--- src/rtl/mac_sequencer_if.sv ---
// Bundles the operand stream, the multiplier start/Ready link and the result stream.
// master is the sequencer's view; slave is the surrounding environment's view.
interface mac_sequencer_if #(
  parameter int DP_WIDTH  = 5,
  parameter int ACC_WIDTH = 12
);
  logic                    in_valid;
  logic                    in_ready;
  logic [DP_WIDTH-1:0]     in_a;
  logic [DP_WIDTH-1:0]     in_b;
  logic                    mul_start;
  logic [DP_WIDTH-1:0]     mul_multiplicand;
  logic [DP_WIDTH-1:0]     mul_multiplier;
  logic [2*DP_WIDTH-1:0]   mul_product;
  logic                    mul_ready;
  logic                    out_valid;
  logic                    out_ready;
  logic [ACC_WIDTH-1:0]    acc_sum;
  logic                    overflow;

  modport master (
    input  in_valid, in_a, in_b, mul_product, mul_ready, out_ready,
    output in_ready, mul_start, mul_multiplicand, mul_multiplier,
           out_valid, acc_sum, overflow
  );

  modport slave (
    output in_valid, in_a, in_b, mul_product, mul_ready, out_ready,
    input  in_ready, mul_start, mul_multiplicand, mul_multiplier,
           out_valid, acc_sum, overflow
  );
endinterface

--- src/rtl/mac_sequencer.sv ---
// Feeds operand pairs to an external start/Ready multiplier and accumulates N_TERMS
// products into a dot-product sum. Optional macro SATURATE_EN clamps the sum on overflow.
module mac_sequencer #(
  parameter int DP_WIDTH  = 5,
  parameter int N_TERMS   = 4,
  parameter int ACC_WIDTH = 12
) (
  input  logic            clock,
  input  logic            reset,
  mac_sequencer_if.master bus
);
  localparam int CNT_W  = $clog2(N_TERMS + 1);
  localparam int PROD_W = 2 * DP_WIDTH;

  typedef enum logic [2:0] {
    IDLE, START, WAIT_BUSY, WAIT_DONE, ACC, OUT
  } state_t;

  state_t                state_q, state_d;
  logic [DP_WIDTH-1:0]   a_q, a_d;
  logic [DP_WIDTH-1:0]   b_q, b_d;
  logic [PROD_W-1:0]     prod_q, prod_d;
  logic [ACC_WIDTH-1:0]  acc_q, acc_d;
  logic [CNT_W-1:0]      count_q, count_d;
  logic                  ovf_q, ovf_d;
  logic [ACC_WIDTH:0]    sum;

  always_ff @(posedge clock) begin
    if (reset) begin
      state_q <= IDLE;
      a_q     <= '0;
      b_q     <= '0;
      prod_q  <= '0;
      acc_q   <= '0;
      count_q <= '0;
      ovf_q   <= 1'b0;
    end else begin
      state_q <= state_d;
      a_q     <= a_d;
      b_q     <= b_d;
      prod_q  <= prod_d;
      acc_q   <= acc_d;
      count_q <= count_d;
      ovf_q   <= ovf_d;
    end
  end

  // The extra top bit of sum is the carry that flags overflow.
  always_comb begin
    state_d = state_q;
    a_d     = a_q;
    b_d     = b_q;
    prod_d  = prod_q;
    acc_d   = acc_q;
    count_d = count_q;
    ovf_d   = ovf_q;
    sum     = {1'b0, acc_q} + {{(ACC_WIDTH + 1 - PROD_W){1'b0}}, prod_q};

    unique case (state_q)
      IDLE: begin
        if (bus.in_valid && bus.mul_ready) begin
          a_d     = bus.in_a;
          b_d     = bus.in_b;
          state_d = START;
        end
      end
      START:     state_d = WAIT_BUSY;
      WAIT_BUSY: if (!bus.mul_ready) state_d = WAIT_DONE;
      WAIT_DONE: begin
        if (bus.mul_ready) begin
          prod_d  = bus.mul_product;
          state_d = ACC;
        end
      end
      ACC: begin
        count_d = count_q + CNT_W'(1);
        ovf_d   = ovf_q | sum[ACC_WIDTH];
`ifdef SATURATE_EN
        acc_d   = sum[ACC_WIDTH] ? '1 : sum[ACC_WIDTH-1:0];
`else
        acc_d   = sum[ACC_WIDTH-1:0];
`endif
        state_d = (count_q == CNT_W'(N_TERMS - 1)) ? OUT : IDLE;
      end
      OUT: begin
        if (bus.out_ready) begin
          acc_d   = '0;
          count_d = '0;
          ovf_d   = 1'b0;
          state_d = IDLE;
        end
      end
      default: state_d = IDLE;
    endcase
  end

  // in_ready is masked while reset is held so nothing is offered during reset.
  assign bus.in_ready         = (state_q == IDLE) && bus.mul_ready && !reset;
  assign bus.mul_start        = (state_q == START);
  assign bus.mul_multiplicand = a_q;
  assign bus.mul_multiplier   = b_q;
  assign bus.out_valid        = (state_q == OUT);
  assign bus.acc_sum          = acc_q;
  assign bus.overflow         = ovf_q;
endmodule

--- src/flat_wrapper.sv ---
// flat-port wrapper written by rule: the top's interface ports become plain ports
module mac_sequencer_flat 
#(
  parameter int DP_WIDTH  = 5,
  parameter int N_TERMS   = 4,
  parameter int ACC_WIDTH = 12
)
  (clock, reset, bus_in_valid, bus_in_a, bus_in_b, bus_mul_product, bus_mul_ready, bus_out_ready, bus_in_ready, bus_mul_start, bus_mul_multiplicand, bus_mul_multiplier, bus_out_valid, bus_acc_sum, bus_overflow);
  mac_sequencer_if #(.DP_WIDTH(DP_WIDTH), .ACC_WIDTH(ACC_WIDTH)) bus_i ();
  input  logic clock;
  input  logic reset;
  input wire logic [$bits(bus_i.in_valid)-1:0] bus_in_valid;
  input wire logic [$bits(bus_i.in_a)-1:0] bus_in_a;
  input wire logic [$bits(bus_i.in_b)-1:0] bus_in_b;
  input wire logic [$bits(bus_i.mul_product)-1:0] bus_mul_product;
  input wire logic [$bits(bus_i.mul_ready)-1:0] bus_mul_ready;
  input wire logic [$bits(bus_i.out_ready)-1:0] bus_out_ready;
  output wire logic [$bits(bus_i.in_ready)-1:0] bus_in_ready;
  output wire logic [$bits(bus_i.mul_start)-1:0] bus_mul_start;
  output wire logic [$bits(bus_i.mul_multiplicand)-1:0] bus_mul_multiplicand;
  output wire logic [$bits(bus_i.mul_multiplier)-1:0] bus_mul_multiplier;
  output wire logic [$bits(bus_i.out_valid)-1:0] bus_out_valid;
  output wire logic [$bits(bus_i.acc_sum)-1:0] bus_acc_sum;
  output wire logic [$bits(bus_i.overflow)-1:0] bus_overflow;
  assign bus_i.in_valid = bus_in_valid;
  assign bus_i.in_a = bus_in_a;
  assign bus_i.in_b = bus_in_b;
  assign bus_i.mul_product = bus_mul_product;
  assign bus_i.mul_ready = bus_mul_ready;
  assign bus_i.out_ready = bus_out_ready;
  assign bus_in_ready = bus_i.in_ready;
  assign bus_mul_start = bus_i.mul_start;
  assign bus_mul_multiplicand = bus_i.mul_multiplicand;
  assign bus_mul_multiplier = bus_i.mul_multiplier;
  assign bus_out_valid = bus_i.out_valid;
  assign bus_acc_sum = bus_i.acc_sum;
  assign bus_overflow = bus_i.overflow;
  mac_sequencer #(.DP_WIDTH(DP_WIDTH), .N_TERMS(N_TERMS), .ACC_WIDTH(ACC_WIDTH)) u_core (.clock(clock), .reset(reset), .bus(bus_i));
endmodule
--- config.mk ---
export PLATFORM = sky130hd
export DESIGN_NAME = mac_sequencer_flat
export DESIGN_NICKNAME = d
export VERILOG_FILES = /design/src/rtl/mac_sequencer_if.sv /design/src/rtl/mac_sequencer.sv /design/src/flat_wrapper.sv
export SDC_FILE = /design/constraint.sdc
export NUM_CORES = 1
export LEC_CHECK = 0
export ABC_AREA = 1
export BUFFER_PORTS_ARGS = -buffer_cell sky130_fd_sc_hd__buf_2
export CAP_MARGIN = 40
export CORE_UTILIZATION = 40
export CTS_CLUSTER_SIZE = 16
export DETAILED_ROUTE_END_ITERATION = 8
export GPL_ROUTABILITY_DRIVEN = 1
export GPL_TIMING_DRIVEN = 0
export PLACE_DENSITY_LB_ADDON = 0.25
export SETUP_SLACK_MARGIN = 0.02
export SYNTH_ARGS = -nofsm -noshare
export SYNTH_HDL_FRONTEND = slang
export SYNTH_SLANG_ARGS = --single-unit
--- constraint.sdc ---
create_clock -name clock -period 1.8 [get_ports clock]
set_clock_uncertainty 0.15 [all_clocks]
set_input_delay 0.09 -clock clock [delete_from_list [all_inputs] [get_ports clock]]
set_output_delay 0.09 -clock clock [all_outputs]
set_load 0.01 [all_outputs]
# Yosys cells after proc, flatten, opt, wreduce, memory -nomap -nowiden
# Index checks and enable logic that the tools add are counted.
[totals]
word_cells = 41
in_bits = 25
reg_bits = 39
out_inout_bits = 26
[classes]
mux = 11
reduce_logical = 10
n_bitwise = 1
addsub = 2
eq_ne = 10
[ops]
columns = ["operator", "n"]
rows = [
  ["one-hot mux 12 bit (2 select lines)", 1],
  ["one-hot mux 3 bit (6 select lines)", 1],
  ["two-way mux 3 bit", 5],
  ["adder 12 x 10 -> 13 bit", 1],
  ["two-way mux 12 bit", 1],
  ["equality test 3 x 2 -> 1 bit (second input constant)", 3],
  ["equality test 3 bit (second input constant)", 2],
  ["inequality test 2 bit (second input constant)", 3],
  ["one-hot mux 3 bit (2 select lines)", 1],
  ["AND reduction 2 bit", 3],
  ["AND reduction 4 bit", 1],
  ["adder 3 x 1 -> 3 bit (second input constant)", 1],
  ["equality test 3 x 1 -> 1 bit (second input constant)", 1],
  ["logical AND 1 bit", 3],
  ["logical NOT 3 bit", 1],
  ["inequality test 2 x 1 -> 1 bit (second input constant)", 1],
  ["one-hot mux 1 bit (2 select lines)", 1],
  ["nonzero test 2 bit", 1],
  ["logical NOT 1 bit", 1],
  ["two-way mux 1 bit", 1],
  ["bitwise OR 1 bit", 1],
]

# Longest topological paths before layout
[logic_depth]
word_depth = 3
ltp_mapped = 11
mapped_depth_nobuf = 11

# Least setup slack after synthesis
# Ideal clock, no wire load.
[synth_path]
path_kind = "reg2reg"
startpoint = "register u_core.acc_q[0] (netlist: u_core.bus.acc_sum[0])"
endpoint = "register u_core.acc_q[6] (netlist: u_core.bus.acc_sum[6])"
path_stages_with_launch = 12
t_required_ps = 1518
setup_slack_ps = -3
t_arrival_ps = 1520
setup_ps = 132
synth_period_minus_slack_ps = 1803
n_path_buf = 0
path_cell_list = "dfxtp_1 ha_1 inv_1 fa_1 inv_1 nand3_1 nand2_1 nand3_1 nand2_1 nand2_1 nand3_1 a21oi_1"
[synth_via]
elab_chain_cells = 2
[synth_rtl]
columns = ["item", "line_no", "text"]
rows = [
  ["start, declared", "mac_sequencer.sv:23", "logic [ACC_WIDTH-1:0] acc_q, acc_d;"],
  ["start signal, assigned", "mac_sequencer.sv:34", "acc_q <= '0;"],
  ["start signal, assigned", "mac_sequencer.sv:42", "acc_q <= acc_d;"],
  ["adder 12 x 10 -> 13 bit", "mac_sequencer.sv:57", "sum = {1'b0, acc_q} + {{(ACC_WIDTH + 1 - PROD_W){1'b0}}, prod_q};"],
  ["one-hot mux 12 bit (2 select lines)", "mac_sequencer.sv:59", "unique case (state_q)"],
]
# No other way between the ends.
# A chain may end at the register's enable or synchronous reset.

# Worst setup path in the final report
[layout_path]
startpoint = "register u_core.prod_q[0]"
endpoint = "register u_core.acc_q[4] (netlist: u_core.bus.acc_sum[4])"
[layout_via]
elab_chain_cells = 2
[layout_rtl]
columns = ["item", "line_no", "text"]
rows = [
  ["start, declared", "mac_sequencer.sv:22", "logic [PROD_W-1:0] prod_q, prod_d;"],
  ["start signal, assigned", "mac_sequencer.sv:41", "prod_q <= prod_d;"],
  ["adder 12 x 10 -> 13 bit", "mac_sequencer.sv:57", ""],
  ["one-hot mux 12 bit (2 select lines)", "mac_sequencer.sv:59", ""],
]
# No other way between the ends.

==> out/results.ini <==
[critical_path]
critical_path_required_ns=1.81
cp_max_fo=3
setup.worst_path.start_class=register
crit_arrival_ns=1.77
crit_type=reg -> reg
cp-end-kind=register

[sta]
post-route-min-period_ns=1.76
fin_ws_ns=0.0417
hold_viol_final=0
worst_slew_margin_rel=0.620
fmax_mhz=569
setup_viol=0
rsz0062_at_grt=true
fin_setup_tns_ns=0
maxSlewViolCount=0
period_share=0.977
worst_pin_slew_ns=0.571

[cts]
cts_sinks=39
cts_root_buffer=clkbuf_8
htree_levels=2
cts_max_path_buffers=2
clkSlewWorstSetupHoldPaths_ns=0.08
tritoncts=built
cts_inserted_buffers=5
clk_latency_ns=0.29

[run]
cap_violations=0

[global_routing]
grt_usage=0.203
overflow=0
antenna_found_initial=0
grt_pass1_wl_um=8450
grt_max_degree=12
grt_pass1_vias=1910

[finish]
layout.nets=416
synthToLayoutAreaGrowth_pct=38.5
fillerInstances=462
drive_above_1_share=0.260
multiInputGateArea_sq_mm=0.00120
seq_area_sq_um=788
antennaDiodeCount=0

[place]
dp_slack_ns=-0.130
place_congestion=0.818
port_buffers=50
dp_hpwl_um=3710

[synth]
syn-num-nets=331
yosys_warnings=0
synth_simple_gate_area_frac=0.281
yosysSeqAreaShare=0.381
synthXorXnorAreaFrac=0.00427
synth_cells=293
synth.distinct_cells=27
synth_top_family_by_area=simple AND/OR/NAND/NOR gates
syn_area_per_cell_sq_um=6.99
synth_compound_area_frac=0.166
synthMuxAreaShare=0
syn-cell-area_sq_mm=0.00205
synthAdderAreaFrac=0.0830
synth-seq-cells=39

[drt]
wl_met2_um=2550
ant_nets=0
wl_per_cell_um=12.1
firstDrtPassIters=4
routed.top_layer=met4
vias_per_cell=4.87
wl_um=5360
drtIter0Drc=111
dr_wl_met3_um=281
wl_met1_um=2490
drc=0
num_vias=2161

[die]
rows=25
io_pins=51
die-area_sq_mm=0.00541
die_x_um=73.6
initial_core_util=0.425
fp.dieH_um=73.6
coreArea_sq_mm=0.00482

[power_and_ir_drop]
ir_drop_uv=446
p_leak_nw=1.26
powerDensity_mw_per_mm2=629

[run_status]
status=finished clean

[hold_path]
hold_path_class=in -> reg

==> final cells by class <==
type	instances	share of cell area
clock inverter	1	0.00264
clock buffer	5	0.0242
multi-input combinational	210	0.423
timing repair buffer	78	0.182
buffer	8	0.0123
tap	67	0.0295
inverter	36	0.0485
sequential	39	0.278
==> kinds of logic (layout without fill, tap and decap cells) <==
| family | Yosys count | in the layout |
|---|---|---|
| flip-flops | 39 | 39 |
| adder cells (fa/ha/maj) | 13 | 13 |
| AND/OR/NAND/NOR | 130 | 130 |
| AO/OA/AOI/OAI | 66 | 66 |
| buffers and inverters | 44 | 128 |
| XOR/XNOR | 1 | 1 |
==> synth_stat cells <==
| cell type | number | area (sq um) |
|---|---|---|
| a21oi_1 | 43 | 215 |
| clkbuf_1 | 4 | 15.0 |
| nor2_1 | 21 | 78.8 |
| o21ai_0 | 3 | 15.0 |
| o21bai_1 | 3 | 22.5 |
| nand3b_1 | 3 | 22.5 |
| nand3_1 | 30 | 150 |
| or2_2 | 1 | 6.26 |
| nand2_4 | 1 | 11.3 |
| nand3_2 | 2 | 20.0 |
| buf_2 | 4 | 20.0 |
| o21ai_1 | 15 | 75.1 |
| nand4_1 | 1 | 6.26 |
| fa_1 | 1 | 20.0 |
| dfxtp_1 | 39 | 781 |
| nor3_2 | 1 | 10.0 |
| ha_1 | 12 | 150 |
| o22ai_1 | 2 | 12.5 |
| nor4_1 | 1 | 6.26 |
| inv_4 | 1 | 6.26 |
| nand2_2 | 1 | 6.26 |
| inv_2 | 4 | 15.0 |
| inv_1 | 31 | 116 |
| xor2_1 | 1 | 8.76 |
| nand2_1 | 66 | 248 |
| nor3_1 | 1 | 5.00 |
| or2_1 | 1 | 6.26 |
==> routing by layer <==
metal | global-route usage | vias to the layer above
met5 | 0 | -
met3 | 0.0425 | 4
met4 | 0.0577 | 0
met1 | 0.283 | 954
met2 | 0.316 | 67
li1 | - | 1136
==> cells in the final DEF, fill, tap and decap left out, types with 2 or more instances in the layout <==
cell type	synthesis	layout
nand2_1	66	64
buf_2	4	54
a21oi_1	43	40
dfxtp_1	39	37
inv_1	31	29
nand3_1	30	27
dlygate4sd3_1	0	23
nor2_1	21	20
o21ai_1	15	15
inv_2	4	6
nand3_2	2	5
clkbuf_8	0	5
buf_4	0	5
clkbuf_1	4	4
ha_1	12	4
ha_4	0	4
ha_2	0	4
o21ai_0	3	3
nand2_2	1	3
o21bai_1	3	3
nand3b_1	3	3
a21oi_2	0	2
o22ai_1	2	2
dfxtp_4	0	2
==> through the flow <==
| stage | utilization | total power [mW] | hold slack [ns] | std cells | cell area [sq um] |
|---|---|---|---|---|---|
| global placement | 0.496 | 1.19 | 0.203 | 410 | 2390 |
| floorplan | - | 1.10 | 0.00907 | 293 | 2050 |
| global route | 0.589 | 1.87 | 0.0434 | 444 | 2840 |
| detailed placement | 0.496 | 1.19 | 0.209 | 410 | 2390 |
| CTS | 0.566 | 1.79 | 0.0169 | 441 | 2730 |
| finish | 0.589 | 1.79 | 0.0187 | 444 | 2840 |
==> timing repair <==
item,in CTS,in global routing
pin swaps,0,7
hold buffers,23,0
endpoints found under the hold margin,23,0
buffers inserted,2,3
setup endpoints to repair,5,10
gates resized for setup,6,18
==> state kept, by name, indices dropped and copies added (netlist names) <==
signal / count
u_core.prod_q: 10
u_core.bus.acc_sum: 12
u_core.bus.mul_multiplicand: 5
u_core.state_q: 3
u_core.bus.overflow: 1
u_core.count_q: 3
u_core.bus.mul_multiplier: 5
==> report_power, final <==
group	internal [mW]	switching [mW]	leakage (nW)	total, mW
logic	0.129	0.158	0.907	0.287
registers	0.899	0.0269	0.318	0.926
clock network	0.258	0.315	0.0361	0.573
total	1.29	0.500	1.26	1.79
==> critical path, stage by stage (launching register included) <==
cell and delay [ns]:
dfxtp_4 0.37, ha_4 0.14, inv_2 0.04, fa_2 0.34, inv_2 0.08, nand3_2 0.08
nand2_2 0.10, buf_4 0.12, a21oi_1 0.05, o21ai_0 0.08, a21oi_1 0.08
==> worst paths after layout <==
| check | start | end | slack, ns | cells past startpoint |
|---|---|---|---|---|
| worst max register to register | u_core.prod_q[0]$_SDFFE_PP0P_ | u_core.bus.acc_sum[4]$_SDFFE_PP0P_ | 0.04 | 10 |
| worst min register to register | u_core.bus.mul_multiplier[1]$_SDFFE_PP0P_ | u_core.bus.mul_multiplier[1]$_SDFFE_PP0P_ | 0.29 | 2 |
| worst min-delay path | bus_mul_ready | u_core.state_q[0]$_SDFFE_PP0P_ | 0.02 | 4 |
| worst max-delay path | u_core.prod_q[0]$_SDFFE_PP0P_ | u_core.bus.acc_sum[4]$_SDFFE_PP0P_ | 0.04 | 10 |
(Power assumes the default switching activity.)
